<file path="src/rtl/acca_mac_acc.sv">
// Frame accumulator behind the prod8 approximate multiplier: sums a frame of products.
// Define ACCA_MAC_SAT_EN for saturating adds with a per-frame out_sat flag; default wraps.
module acca_mac_acc #(
   parameter int ACC_W   = 24,
   parameter int CNT_W   = 8,
   parameter int MAX_LEN = 255
) (
   input  logic             clk,
   input  logic             rst,
   input  logic             in_valid,
   output logic             in_ready,
   input  logic [15:0]      in_prod,
   input  logic             in_last,
   output logic             out_valid,
   input  logic             out_ready,
   output logic [ACC_W-1:0] out_acc,
   output logic [CNT_W-1:0] out_count,
   output logic             out_sat
);

   typedef enum logic [1:0] {
      IDLE  = 2'd0,
      ACCUM = 2'd1,
      HOLD  = 2'd2
   } state_t;

   state_t           state_q, state_d;
   logic [ACC_W-1:0] acc_q, acc_d;
   logic [ACC_W-1:0] out_acc_q, out_acc_d;
   logic [CNT_W-1:0] cnt_q, cnt_d;
   logic [CNT_W-1:0] out_count_q, out_count_d;
   logic [ACC_W-1:0] base_acc, new_acc;
   logic [CNT_W-1:0] base_cnt, new_cnt;
   logic             accept, rel, start, close;

   assign in_ready  = ~rst & ((state_q != HOLD) | out_ready);
   assign accept    = in_valid & in_ready;
   assign rel       = (state_q == HOLD) & out_ready;
   assign out_valid = (state_q == HOLD);
   assign out_acc   = out_acc_q;
   assign out_count = out_count_q;

   // Any beat accepted outside ACCUM opens a fresh frame.
   assign start    = (state_q != ACCUM);
   assign base_acc = start ? '0 : acc_q;
   assign base_cnt = start ? '0 : cnt_q;
   assign new_cnt  = base_cnt + 1'b1;
   assign close    = in_last | (new_cnt == CNT_W'(MAX_LEN));

`ifdef ACCA_MAC_SAT_EN
   logic [ACC_W:0] sum;
   logic           sat_q, sat_d, new_sat;
   logic           out_sat_q, out_sat_d;

   always_comb begin
      sum     = {1'b0, base_acc} + (ACC_W+1)'(in_prod);
      new_acc = sum[ACC_W] ? '1 : sum[ACC_W-1:0];
      new_sat = (start ? 1'b0 : sat_q) | sum[ACC_W];
      sat_d     = sat_q;
      out_sat_d = out_sat_q;
      if (accept) begin
         sat_d = close ? 1'b0 : new_sat;
         if (close) begin
            out_sat_d = new_sat;
         end
      end
   end

   always_ff @(posedge clk) begin
      if (rst) begin
         sat_q     <= 1'b0;
         out_sat_q <= 1'b0;
      end else begin
         sat_q     <= sat_d;
         out_sat_q <= out_sat_d;
      end
   end

   assign out_sat = out_sat_q;
`else
   assign new_acc = base_acc + ACC_W'(in_prod);
   assign out_sat = 1'b0;
`endif

   always_comb begin
      state_d     = state_q;
      acc_d       = acc_q;
      cnt_d       = cnt_q;
      out_acc_d   = out_acc_q;
      out_count_d = out_count_q;
      if (accept) begin
         if (close) begin
            state_d     = HOLD;
            acc_d       = '0;
            cnt_d       = '0;
            out_acc_d   = new_acc;
            out_count_d = new_cnt;
         end else begin
            state_d = ACCUM;
            acc_d   = new_acc;
            cnt_d   = new_cnt;
         end
      end else if (rel) begin
         state_d = IDLE;
      end
   end

   always_ff @(posedge clk) begin
      if (rst) begin
         state_q     <= IDLE;
         acc_q       <= '0;
         cnt_q       <= '0;
         out_acc_q   <= '0;
         out_count_q <= '0;
      end else begin
         state_q     <= state_d;
         acc_q       <= acc_d;
         cnt_q       <= cnt_d;
         out_acc_q   <= out_acc_d;
         out_count_q <= out_count_d;
      end
   end

endmodule

</file>
<file path="config.mk">
export PLATFORM = sky130hd
export DESIGN_NAME = acca_mac_acc
export DESIGN_NICKNAME = d
export VERILOG_FILES = /design/src/rtl/acca_mac_acc.sv
export SDC_FILE = /design/constraint.sdc
export NUM_CORES = 1
export LEC_CHECK = 0
export ABC_AREA = 1
export ABC_CLOCK_PERIOD_IN_PS = 6800
export BUFFER_PORTS_ARGS = -buffer_cell sky130_fd_sc_hd__buf_2
export CORE_MARGIN = 8
export CORE_UTILIZATION = 35
export DETAILED_ROUTE_END_ITERATION = 6
export PLACE_DENSITY = 0.53
export SLEW_MARGIN = 20
export SYNTH_ARGS = -nofsm -noshare
export SYNTH_HDL_FRONTEND = slang
export SYNTH_SLANG_ARGS = --single-unit
</file>
<file path="constraint.sdc">
create_clock -name clk -period 6.8 [get_ports clk]
set_input_delay 0.34 -clock clk [delete_from_list [all_inputs] [get_ports clk]]
set_output_delay 0.34 -clock clk [all_outputs]
set_load 0.05 [all_outputs]
</file>
* After elaboration in Yosys (flattened, before gate mapping)
Cells that the tools add are included.
** Cells by class
- Muxes and demuxes :: 7
- Reduce and logical (&&, ||, !) cells :: 2
- Add/sub/neg operators :: 2
- Bitwise logic cells :: 6
- Eq/ne operators :: 4
** Operators with widths (count)
- 24-bit 2-to-1 mux :: 2
- 24-bit by 16-bit adder with 24-bit output :: 1
- 8-bit 2-to-1 mux :: 2
- 8-bit by 1-bit adder with 8-bit output, second input constant :: 1
- 8-bit equality test, second input constant :: 1
- 2-bit 2-to-1 mux :: 3
- 1-bit bitwise AND :: 3
- 2-bit equality test, second input constant :: 1
- 2-bit by 1-bit != test with 1-bit output, second input constant :: 1
- 2-bit != test, second input constant :: 1
- 1-bit bitwise OR :: 2
- 2-bit AND reduction :: 1
- 2-bit nonzero test :: 1
- 1-bit NOT :: 1
** Word-level totals
- Bits of input ports :: 21
- Register bits :: 66
- Output and inout bits :: 35

* Logic depth before layout (Yosys ltp)
- Word-level depth :: 7
- Mapped depth :: 20
- Gate-level depth less buffers :: 18

* Worst setup path before layout
No wires, ideal clock.
- Kind :: reg2reg
- Start point :: register state_q[1]
- End point :: register out_acc_q[12], in the netlist out_acc[12]
- Period minus slack after synthesis :: 2.855 ns
- Arrival time :: 2.742 ns
- Slack :: 3.945 ns
- Cell stages (with the launch flop) :: 17
- Setup time :: 0.113 ns
- Cell sequence :: dfxtp_1 inv_2 nand2_1 clkbuf_1 buf_1 nor2_1 ha_1 fa_1 nand3_1 nand3_1 nand2_1 nand2_1 a21oi_1 xor2_1 nand3_1 nand2_1 nor2_1
** On the way
- Cells in the longest elaborated chain, start to end :: 6
- Elaborated cells on any way between the ends :: 12
** RTL lines
- start, declared :: RTL line 27 : state_t state_q, state_d;
- start signal, assigned :: RTL line 116 : state_q <= state_d;
- 2-bit by 1-bit != test with 1-bit output :: RTL line 44 : assign start = (state_q != ACCUM);
- 8-bit 2-to-1 mux :: RTL line 46 : assign base_cnt = start ? '0 : cnt_q;
- 8-bit by 1-bit adder with 8-bit output :: RTL line 47 : assign new_cnt = base_cnt + 1'b1;
- 8-bit equality test :: RTL line 48 : assign close = in_last | (new_cnt == CNT_W'(MAX_LEN));
- 1-bit bitwise OR :: RTL line 48
- 2-bit AND reduction (no source line)
- end signal, assigned :: RTL line 119 : out_acc_q <= out_acc_d;
- end, declared :: RTL line 29 : logic [ACC_W-1:0] out_acc_q, out_acc_d;
Several ways; a longest one is shown, not always the timed one.
A chain may end at the register's enable or synchronous reset.

* Final worst setup path
- Start point :: register state_q[0]
- End point :: register out_acc_q[12], in the netlist out_acc[12]
Same word-level chain as after synthesis.

==> run metrics <==
status=completed; Max VDD drop=0.101 mV; CP required=7020 ps; Synth Instances=752; maxcap violations=0; final number of setup-violating endpoints=0; final period utilization=58.7%; CTS tree=done; clk slew on worst S/H paths=50 ps; Die ar.=17000 um^2; f_max=0.250 GHz; worst-path fanout max=34; Post-layout nets=827; RSZ-0062 raised after global routing=no; GR peak layer=met2; CP Capture Type=flop; ranking of synthesized cells by area=dfxtp_1 (29%), nand2_1 (17%), nand3_1 (11%), nor2_1 (9.2%), inv_1 (8.8%); global placement routability congestion=0.914; gr ovfl total=0; Distinct cells, synth=34; Slew Viols, Final=0; CP max stage cell=dfxtp_1; Num CTS Buffers=9; filler instances=1493; crit-path cells=nand2_1, nor2_1, ha_1, nand4_1, o21ai_1, inv_1, nand2_1, nor2_2, nor2_4, nor2_4, nor2_1, nor2_1; WL final=12.6 mm; CP Launch Type=flop; Synth Register Bits=66; diode count=0; fin worst setup slack=2810 ps; clock latency on the worst-skew pair=330 ps; Sink Count=66; Die H=130 um; largest net degree at the start of global routing=69; area share of the largest cell type after synthesis=28.8%; detailed-route DRC error count=0; Main synth FF type=dfxtp_1; met3 Use GR=2.84%; CTS Hold Bufs=0; post-synthesis cell area=4590 um^2; Core Util, Final=39.8%; HP Class=input pin to flop; CP Class=flop to flop; Crit path arrival time=4210 ps; I/O Pins=56; Synth top cells by count=nand2_1 (202), nor2_1 (113), inv_1 (107); Post-Synthesis Net Count=792; wire per inst=13.0 um; Total Routing Usage GR=15.3%; count leader, synth=nand2_1; most frequent CP cell=nor2_1; initial antenna violation count=0; slew margin rel.=37.7%; worst hold slack=425 ps; final setup TNS=0 ps; Detailed Place HPWL=9.43 mm; Worst path max stage delay=710 ps; Slew @ Worst Pin=933 ps; Initial Utilization=35.2%; drt first pass iters=4; postcts setup bufs=0; Vias=4573; EDFF count, synth=0; global-route wire length before repair=20.7 mm; DIE WIDTH=130 um; yosys warns=0; met2 usage=23.1%; buffers added on ports=54; async set-reset flop share out of synthesis=0%; core area=13000 um^2; fin cells=967; CTS max path bufs=2; syn_area_per_cell=6.10 um^2; Place WS=2780 ps; post-synthesis sequential area ratio=28.8%; DR iter-0 viols=374; min cycle time layout=3990 ps; Worst Clk Skew=9.42 ps; CP top delay family=simple AND/OR/NAND/NOR gates; clk root buf=clkbuf_16; Vias per Instance=4.73; CTS H-tree depth=3; CP bufs+invs=1; cell count after placement=952; vias in the first global route=4201; LEAKAGE=2.51 nW; cell taking the most area after synthesis=dfxtp_1; post-cts sizing count=0; layout cell share with drive strength beyond 1=12.3%; Power Density=198 nW/um^2; Layout area overhead=13.2%; endpoints failing hold=0; Post-DRT Antenna Nets=0; FP Rows=42; routing usage on met1=21.1%
[power by group]
part	total [W]	switching [W]	internal [W]
clock network	0.000463	0.000173	0.000290
logic	0.000156	0.000117	0.0000397
registers	0.000410	0.00000922	0.000401
[final timing paths]
| path | start | to | slack (ps) | cells after the start |
|---|---|---|---|---|
| worst min register to register | out_acc[4] | out_acc[4] | 460 | 2 |
| worst min-delay path | out_ready | state_q[1] | 420 | 4 |
| worst max register to register | state_q[0] | out_acc[12] | 2810 | 12 |
| worst max-delay path | state_q[0] | out_acc[12] | 2810 | 12 |
[cell usage in the layout, fill, tap and decap left out, drive strengths merged]
cell type  instances
a21oi             44
buf               55
bufinv             1
clkbuf            10
clkinv             4
clkinvlp           2
conb               1
dfxtp             66
fa                 1
ha                18
inv              109
nand2            205
nand3            102
nand3b             2
nand4             10
nor2             128
nor3               5
o211ai             1
o21ai              5
o21bai             2
o31ai              2
or2                1
xnor2             10
xor2               7
[tightest hold or removal path: stages]
cell and delay [ps]:
buf_2 90, a21oi_1 60, o211ai_1 170, inv_1 40
[through the flow]
| step | power [W] | area [um^2] |
|---|---|---|
| 2_1_floorplan | 0.000541 | 4590 |
| 3_3_place_gp | 0.000574 | 4890 |
| 3_5_place_dp | 0.000576 | 4890 |
| 4_1_cts | 0.00105 | 5180 |
| 5_1_grt | 0.00108 | 5190 |
| 6_report | 0.00103 | 5190 |
[area by class of cell]
| class | count | area [um^2] | area share [%] |
|---|---|---|---|
| Multi-Input combinational cell | 544 | 2660 | 51.2 |
| Tap cell | 176 | 220 | 4.24 |
| Inverter | 111 | 418 | 8.05 |
| Clock inverter | 5 | 55.1 | 1.06 |
| Timing Repair Buffer | 55 | 278 | 5.35 |
| Sequential cell | 66 | 1320 | 25.5 |
| Clock buffer | 10 | 239 | 4.60 |
[state kept, by name, indices dropped and copies added (netlist names)]
name	flops
out_count	8
out_acc	24
state_q	2
cnt_q	8
acc_q	24
[per-layer routing]
metal | vias to the layer above | share of wire (%) | routed length [um]
met5 | - | 0 | 0
met4 | 0 | 1.7 | 216
met3 | 16 | 5.4 | 680
met2 | 102 | 41 | 5130
met1 | 2034 | 52 | 6540
li1 | 2421 | - | -
[cell families (layout without fill, tap and decap cells)]
group | Yosys count | count (layout) | synth area share [%]
xor gates and xnor gates | 17 | 17 | 3.25
buffers and inverters | 142 | 181 | 13.3
adders and majority gates | 19 | 19 | 5.35
and+or+nand+nor | 453 | 453 | 42.9
other | 1 | 1 | 0.0818
AOI/OAI and AO/OA | 54 | 54 | 6.25
DFF | 66 | 66 | 28.8
(Power assumes the default switching activity.)
